[config.mk]
export PLATFORM = sky130hd
export DESIGN_NAME = multibyte_add_sequencer_flat
export DESIGN_NICKNAME = d
export VERILOG_FILES = /design/src/rtl/multibyte_add_sequencer_if.sv /design/src/rtl/multibyte_add_sequencer.sv /design/src/flat_wrapper.sv
export SDC_FILE = /design/constraint.sdc
export NUM_CORES = 1
export LEC_CHECK = 0
export ABC_AREA = 1
export CAP_MARGIN = 20
export CORE_MARGIN = 2
export CORE_UTILIZATION = 55
export CTS_BUF_LIST = sky130_fd_sc_hd__clkbuf_2
export CTS_CLUSTER_SIZE = 24
export DETAILED_ROUTE_END_ITERATION = 7
export PLACE_DENSITY = 0.93
export SYNTH_ARGS = -nofsm -noshare
export SYNTH_HDL_FRONTEND = slang
export SYNTH_SLANG_ARGS = --single-unit
[constraint.sdc]
create_clock -name clk -period 3.2 [get_ports clk]
set_input_delay 0.8 -clock clk [delete_from_list [all_inputs] [get_ports clk]]
set_output_delay 0.8 -clock clk [all_outputs]
set_load 0.02 [all_outputs]
[src/rtl/multibyte_add_sequencer_if.sv]
// Operand/result handshake bundle for multibyte_add_sequencer.
// The sub signal exists only when ADDSEQ_SUB_EN is defined.
interface multibyte_add_sequencer_if #(parameter int NBYTES = 4);
  logic                  in_valid;
  logic                  in_ready;
  logic [8*NBYTES-1:0]   a;
  logic [8*NBYTES-1:0]   b;
  logic                  cin;
`ifdef ADDSEQ_SUB_EN
  logic                  sub;
`endif
  logic                  out_valid;
  logic                  out_ready;
  logic [8*NBYTES-1:0]   sum;
  logic                  cout;

  modport master (
    output in_valid, a, b, cin,
`ifdef ADDSEQ_SUB_EN
    output sub,
`endif
    input  in_ready,
    input  out_valid, sum, cout,
    output out_ready
  );

  modport slave (
    input  in_valid, a, b, cin,
`ifdef ADDSEQ_SUB_EN
    input  sub,
`endif
    output in_ready,
    output out_valid, sum, cout,
    input  out_ready
  );
endinterface

[src/rtl/multibyte_add_sequencer.sv]
// Byte-serial multi-precision adder around one 8-bit carry-select adder, LSB first.
// Optional subtract mode (a - b) is enabled by defining ADDSEQ_SUB_EN.
module multibyte_add_sequencer #(
  parameter int NBYTES = 4
) (
  input  logic                          clk,
  input  logic                          rst_n,
  multibyte_add_sequencer_if.slave      bus,
  output logic                          busy
);
  // state | meaning
  // IDLE  | waiting for operands, in_ready high
  // RUN   | adding byte idx, carry registered between bytes
  // DONE  | result held on sum/cout until the consumer takes it
  localparam int W  = 8 * NBYTES;
  localparam int IW = (NBYTES > 1) ? $clog2(NBYTES) : 1;
  localparam logic [IW-1:0] LAST = IW'(NBYTES - 1);

  typedef enum logic [1:0] {IDLE, RUN, DONE} state_t;

  state_t        state;
  logic [IW-1:0] idx;
  logic          carry;
  logic [W-1:0]  a_q;
  logic [W-1:0]  b_q;
  logic [W-1:0]  sum_q;
  logic          sub_q;
  logic [7:0]    add_a;
  logic [7:0]    add_b;
  logic [7:0]    add_s;
  logic          add_co;
  logic [4:0]    lo;
  logic [4:0]    hi0;
  logic [4:0]    hi1;
  logic [W-1:0]  sum_next;

`ifndef ADDSEQ_SUB_EN
  assign sub_q = 1'b0;
`endif

  // Carry-select byte adder: both upper-nibble sums precomputed, low carry picks one.
  always_comb begin
    add_a    = a_q[8*idx +: 8];
    add_b    = b_q[8*idx +: 8] ^ {8{sub_q}};
    lo       = {1'b0, add_a[3:0]} + {1'b0, add_b[3:0]} + {4'b0, carry};
    hi0      = {1'b0, add_a[7:4]} + {1'b0, add_b[7:4]};
    hi1      = hi0 + 5'd1;
    add_s    = {(lo[4] ? hi1[3:0] : hi0[3:0]), lo[3:0]};
    add_co   = lo[4] ? hi1[4] : hi0[4];
    sum_next = sum_q;
    sum_next[8*idx +: 8] = add_s;
  end

  always_ff @(posedge clk) begin
    if (!rst_n) begin
      state         <= IDLE;
      idx           <= '0;
      carry         <= 1'b0;
      sum_q         <= '0;
      bus.sum       <= '0;
      bus.cout      <= 1'b0;
      bus.out_valid <= 1'b0;
      bus.in_ready  <= 1'b1;
      busy          <= 1'b0;
    end else begin
      case (state)
        IDLE: begin
          if (bus.in_valid && bus.in_ready) begin
            a_q          <= bus.a;
            b_q          <= bus.b;
`ifdef ADDSEQ_SUB_EN
            sub_q        <= bus.sub;
            carry        <= bus.cin | bus.sub;
`else
            carry        <= bus.cin;
`endif
            sum_q        <= '0;
            idx          <= '0;
            state        <= RUN;
            bus.in_ready <= 1'b0;
            busy         <= 1'b1;
          end
        end
        RUN: begin
          sum_q <= sum_next;
          carry <= add_co;
          // Result register is loaded once, so sum never shows partial bytes.
          if (idx == LAST) begin
            state         <= DONE;
            bus.sum       <= sum_next;
            bus.cout      <= add_co;
            bus.out_valid <= 1'b1;
          end else begin
            idx <= idx + 1'b1;
          end
        end
        DONE: begin
          if (bus.out_valid && bus.out_ready) begin
            state         <= IDLE;
            bus.out_valid <= 1'b0;
            bus.in_ready  <= 1'b1;
            busy          <= 1'b0;
          end
        end
        default: state <= IDLE;
      endcase
    end
  end
endmodule

[src/flat_wrapper.sv]
// flat-port wrapper written by rule: the top's interface ports become plain ports
module multibyte_add_sequencer_flat 
#(
  parameter int NBYTES = 4
)
  (clk, rst_n, busy, bus_in_valid, bus_a, bus_b, bus_cin, bus_in_ready, bus_out_valid, bus_sum, bus_cout, bus_out_ready);
  multibyte_add_sequencer_if #(.NBYTES(NBYTES)) bus_i ();
  input  logic clk;
  input  logic rst_n;
  output logic busy;
  input wire logic [$bits(bus_i.in_valid)-1:0] bus_in_valid;
  input wire logic [$bits(bus_i.a)-1:0] bus_a;
  input wire logic [$bits(bus_i.b)-1:0] bus_b;
  input wire logic [$bits(bus_i.cin)-1:0] bus_cin;
  output wire logic [$bits(bus_i.in_ready)-1:0] bus_in_ready;
  output wire logic [$bits(bus_i.out_valid)-1:0] bus_out_valid;
  output wire logic [$bits(bus_i.sum)-1:0] bus_sum;
  output wire logic [$bits(bus_i.cout)-1:0] bus_cout;
  input wire logic [$bits(bus_i.out_ready)-1:0] bus_out_ready;
  assign bus_i.in_valid = bus_in_valid;
  assign bus_i.a = bus_a;
  assign bus_i.b = bus_b;
  assign bus_i.cin = bus_cin;
  assign bus_in_ready = bus_i.in_ready;
  assign bus_out_valid = bus_i.out_valid;
  assign bus_sum = bus_i.sum;
  assign bus_cout = bus_i.cout;
  assign bus_i.out_ready = bus_out_ready;
  multibyte_add_sequencer #(.NBYTES(NBYTES)) u_core (.clk(clk), .rst_n(rst_n), .bus(bus_i), .busy(busy));
endmodule
# After elaboration in Yosys (flattened, before gate mapping)
# Cells that the tools add are included.
[op_classes]
eq_ne = 7
reduce_logical = 13
addsub = 6
mux = 22
shift = 4
[ops]
columns = ["cell", "count"]
rows = [
  ["32-bit one-hot mux with 2 select lines", 1],
  ["32-bit by 6-bit variable part select with 8-bit output", 2],
  ["5-bit negation with 34-bit output", 1],
  ["8-bit by 34-bit variable shift with 32-bit output, first input constant", 1],
  ["8-bit by 34-bit variable part select with 32-bit output", 1],
  ["32-bit bitwise mux", 1],
  ["32-bit two-way mux", 1],
  ["3-bit AND reduction", 5],
  ["4-bit by 4-bit adder with 5-bit output", 2],
  ["2-bit two-way mux", 5],
  ["1-bit one-hot mux with 2 select lines", 4],
  ["1-bit two-way mux", 7],
  ["2-bit by 1-bit inequality test with 1-bit output, second input constant", 3],
  ["2-bit one-hot mux with 3 select lines", 1],
  ["2-bit nonzero test", 3],
  ["5-bit by 1-bit adder with 5-bit output", 1],
  ["5-bit by 1-bit adder with 5-bit output, second input constant", 1],
  ["2-bit equality test, second input constant", 2],
  ["4-bit two-way mux", 1],
  ["2-bit one-hot mux with 2 select lines", 1],
  ["2-bit AND reduction", 2],
  ["2-bit by 1-bit adder with 2-bit output, second input constant", 1],
  ["2-bit by 1-bit equality test with 1-bit output, second input constant", 1],
  ["1-bit logical AND", 2],
  ["2 further kinds", 2],
]
[word_totals]
out_inout_bits = 36
input_bits = 69
regBits = 137
wordCells = 63

# Longest topological paths before layout
[depth]
depth_word = 7
ltp_mapped = 20

# Worst setup path before layout
# Ideal clock, no wire load.
[synth_timing]
kind = "reg2reg"
startpoint = "register u_core.idx[0]"
endpoint = "register u_core.carry"
arrival_time_ns = 2.696
path_slack_ns = 0.438
setup_ns = 0.066
required_time_ns = 3.134
stages_incl_launch_ff = 18
cell_sequence = "dfxtp_1 > clkbuf_1 > clkbuf_1 > o21ai_0 > o22ai_1 > fa_1 > inv_1 > fa_1 > inv_1 > nand3_2 > nand2_2 > nand2_1 > nor2_2 > nand2_1 > or2_1 > nand3_2 > o21ai_2 > a21oi_2"
[synth_via]
elab_chain_cells = 5
elab_cells_between_ends = 8
[synth_lines]
columns = ["element", "line", "source"]
rows = [
  ["start, declared", "multibyte_add_sequencer.sv:22", "logic [IW-1:0] idx;"],
  ["start signal, assigned", "multibyte_add_sequencer.sv:94", "idx <= idx + 1'b1;"],
  ["32-bit by 6-bit variable part select with 8-bit output, on equally long branches", "multibyte_add_sequencer.sv:43, multibyte_add_sequencer.sv:44", ""],
  ["4-bit by 4-bit adder with 5-bit output, on equally long branches", "multibyte_add_sequencer.sv:46, multibyte_add_sequencer.sv:45", ""],
  ["5-bit by 1-bit adder with 5-bit output, on equally long branches", "multibyte_add_sequencer.sv:47, multibyte_add_sequencer.sv:45", ""],
  ["1-bit two-way mux (*)", "multibyte_add_sequencer.sv:49", "add_co = lo[4] ? hi1[4] : hi0[4];"],
  ["1-bit one-hot mux with 2 select lines (*)", "multibyte_add_sequencer.sv:66", "case (state)"],
  ["end signal, assigned", "multibyte_add_sequencer.sv:75", "carry <= bus.cin;"],
  ["end signal, assigned", "multibyte_add_sequencer.sv:86", "carry <= add_co;"],
  ["end, declared", "multibyte_add_sequencer.sv:23", "logic carry;"],
]
# Mark *: on every way between the ends. The rest lies on a longest branch, timed or not.
# A chain may end at the register's enable or synchronous reset.

# Worst setup path after layout
[layout_timing]
startpoint = "register u_core.idx[1]"
endpoint = "register u_core.sum_q[14]"
[layout_via]
elab_chain_cells = 7
elab_cells_between_ends = 12
[layout_lines]
columns = ["element", "line", "source"]
rows = [
  ["32-bit by 6-bit variable part select with 8-bit output, on equally long branches", "multibyte_add_sequencer.sv:43, multibyte_add_sequencer.sv:44", ""],
  ["4-bit by 4-bit adder with 5-bit output, on equally long branches", "multibyte_add_sequencer.sv:46, multibyte_add_sequencer.sv:45", ""],
  ["5-bit by 1-bit adder with 5-bit output, on equally long branches", "multibyte_add_sequencer.sv:47, multibyte_add_sequencer.sv:45", ""],
  ["4-bit two-way mux", "multibyte_add_sequencer.sv:48", "add_s = {(lo[4] ? hi1[3:0] : hi0[3:0]), lo[3:0]};"],
  ["8-bit by 34-bit variable part select with 32-bit output", "multibyte_add_sequencer.sv:51", "sum_next[8*idx +: 8] = add_s;"],
  ["32-bit bitwise mux (*)", "multibyte_add_sequencer.sv:51", ""],
  ["32-bit one-hot mux with 2 select lines (*)", "multibyte_add_sequencer.sv:66", ""],
  ["end signal, assigned", "multibyte_add_sequencer.sv:85", "sum_q <= sum_next;"],
  ["end, declared", "multibyte_add_sequencer.sv:26", "logic [W-1:0] sum_q;"],
]
# Marked as above.

==> metrics <==
outcome=complete, no violations; via/cell ratio=5.33; Leak=about 0.0029 uW; Mean Syn Cell Area=8.80 sq um; Clock Pin Slew Worst Setup and Hold Paths=180 ps; worst r2r src=u_core.idx[1]$_SDFFE_PN0P_; CTS Buf Count=17; synthesized area=0.00603 sq mm; share of Yosys cell area claimed by the top area cell type=31.9%; hold buffer count at CTS=0; Peak VDD IR=about 0.0003 V; routability-driven placement congestion ratio=0.876; category of the worst setup path launch point=register; Max Slew Vio Count=0; Clk pwr share=between 20% and 30%; Post-synth EDFFs=64; GRT Residual Overflow=0; routed len/inst=14.7 um; post-synthesis sequential area ratio=56.1%; Setup Skew=37.1 ps; Skew-Pair Late Insertion Delay=just over 700 ps; first-pass GRT wire length=between 20 and 25 mm; Post-Route WL=13.8 mm; largest net degree at the start of global routing=69; Die X=approximately 110 um; final core utilization=69.3%; num ports=around 110; Worst Setup SP=u_core.idx[1]$_SDFFE_PN0P_; CTS Buffer Depth=2; initial antenna violation count=0; top post-synthesis cells by area=edfxtp_1 32%, dfxtp_1 24%, nand2_1 7.8%; Rel. slew slack=58.2%; clock period minus worst slack=approximately 3000 ps; router iterations before antenna repair=8; hpwl dp=9.60 mm; Sw Share=30.4%; Comb pwr share=20.9%; # clock sinks=137; # DRC=0; cell area after layout=about 0.0074 sq mm; placed cells=about 910; ANT cells=0; HP Class=register to register; DRT antenna net count=0; DIE AREA=between 0.01 and 0.015 sq mm; share of cells above drive strength 1=7.52%; unrepaired setup endpoints after global routing=false; crit-path max FO=13; Core Area=0.0107 sq mm; CP max stage cell=fa_1; crit-path cells=inv_1 -> buf_4 -> o21ai_0 -> o22ai_1 -> ha_1 -> fa_1 -> ha_1 -> nand2_1 -> nor2_2 -> nor2_2 -> nand3_1 -> o21ai_1 -> nand2_1 -> a21oi_1; fmax=~330 MHz; CTS root buf=clkbuf_2; ys flop type=dfxtp_1; Ys Warns=0; final setup TNS=0 ps; cell type with the largest total area after synthesis=edfxtp_1; slowest stage delay, CP=490 ps; Initial Util=about 56%; most frequent cell after synthesis=nand2_1; NumNets Final=872; area grow syn2layout=23.5%; final hold violations=0; CP top delay family=adder cells; Setup Viol. Count Final=0; P_int=~2600 uW; Vert. Die Dim=109 um; Cells after Synth=slightly below 700; Yosys cell types=33; vias in the first global route=between 4000 and 5000; GRT Overall Usage=between 20% and 30%; Starting DRT DRC Count=a little over 300; Cell Rows=38; Async SR Flop Fraction=0%; Setup crit end kind=register; Non-Filler Instances=938; post-CTS resize count=0; P per Cell Area=506 mW/mm^2; Flop pwr share=51.3%; Worst EP arrival=3650 ps; hold wc startpoint=u_core.sum_q[24]$_SDFFE_PN0P_; post-CTS setup buffers=0; Vias=5003; flops & latches, synth=between 100 and 150; # fillers=approximately 870; max cap viols=0; CTS tree=built; CP required=3830 ps; H-tree levels=4; CP Class=register to register; final period utilization=94.4%; IO buf count=104; Pwr Total=3760 uW; NetSw=~1100 uW; synthesized net count=771; Tightest Pin Transition=628 ps; Commonest cells post-synth=125 x nand2_1, 104 x inv_1, 76 x a21oi_1; placed cell areas=about 0.0072 sq mm; Worst Path Buf+Inv=2
-- cell families after synthesis --
| family | Yosys count | share of synthesized area, % |
|---|---|---|
| xor+xnor | 2 | 0.291 |
| flops | 137 | 56.1 |
| buf+inv | 142 | 9.28 |
| fa+ha+maj | 17 | 3.90 |
| compound gates | 189 | 16.7 |
| simple gates | 198 | 13.7 |
-- sequential cells by signal, summed over array words and instances (netlist names) --
signal and flops:
u_core.b_q 32, u_core.idx 2, u_core.sum_q 32, u_core.busy 1, u_core.a_q 32, u_core.bus.sum 32, u_core.bus.out_valid 1, u_core.bus.in_ready 1
u_core.bus.cout 1, u_core.carry 1, u_core.state 2
-- cell type report --
type                            count  area (sq um)  area share [%]
Sequential cell                   137          3380            45.5
Clock buffer                       17          85.1            1.14
Tap cell                          140           175            2.35
Multi-Input combinational cell    406          2090            28.0
Clock inverter                     14           156            2.10
Inverter                          110           415            5.58
Timing Repair Buffer              114          1140            15.3
-- cells in the final DEF (no fill, tap or decap), types with 2 or more instances in the layout --
cell and count:
o21ai_1 31, a21oi_2 3, a21oi_1 76, inv_2 5
o22ai_1 20, a32oi_1 2, buf_12 2, fa_1 3
o21ai_0 51, ha_1 14, inv_1 103, clkbuf_2 17
nand2_1 125, o21ai_2 3, edfxtp_1 64, buf_4 8
nand3_2 2, clkinvlp_4 3, bufinv_16 3, nand3_1 19
nor2_1 42, clkdlybuf4s50_1 104, nor2_2 2, or2_1 2
nand2_2 3, clkinv_2 3, dfxtp_1 72, clkinv_1 4
-- metal layers --
layer	up-vias	share of wire (%)	track usage, %
met2	225	50	41.5
met1	2282	39	30.0
met3	38	7.4	6.28
met5	-	0	0
li1	2458	-	-
met4	0	2.8	10.9
-- stage by stage --
step	setup WS, ps	hold slack, ps
after floorplan	438	445
after global placement	344	452
after detailed placement	185	455
after CTS	105	478
after global routing	25.3	497
final	179	480
-- power by group through the flow --
stage	logic (uW)	clock network [uW]	registers (uW)
3_5_place_dp	761	0	1970
6_report	788	1050	1930
4_1_cts	768	1060	1930
3_3_place_gp	737	0	1960
5_1_grt	865	1130	1940
2_1_floorplan	488	0	1970
-- path summary, 6_finish.rpt --
| check | end | slack (ps) | depth (start not counted) |
|---|---|---|---|
| worst max-delay path | u_core.sum_q[14]$_SDFFE_PN0P_ | 180 | 14 |
| worst max register to register | u_core.sum_q[14]$_SDFFE_PN0P_ | 180 | 14 |
| worst min-delay path | u_core.sum_q[24]$_SDFFE_PN0P_ | 480 | 2 |
| worst min register to register | u_core.sum_q[24]$_SDFFE_PN0P_ | 480 | 2 |
-- worst reg2reg max path, delay by kind of cell (launching register included) --
kind / cells / cell delay (ps)
adder cells (fa/ha/maj): 3 / 960
AO/OA/AOI/OAI: 4 / 570
buffers and inverters: 2 / 540
AND/OR/NAND/NOR: 5 / 540
flip-flops: 1 / 350
No activity file was read; power rests on OpenSTA's default activity.
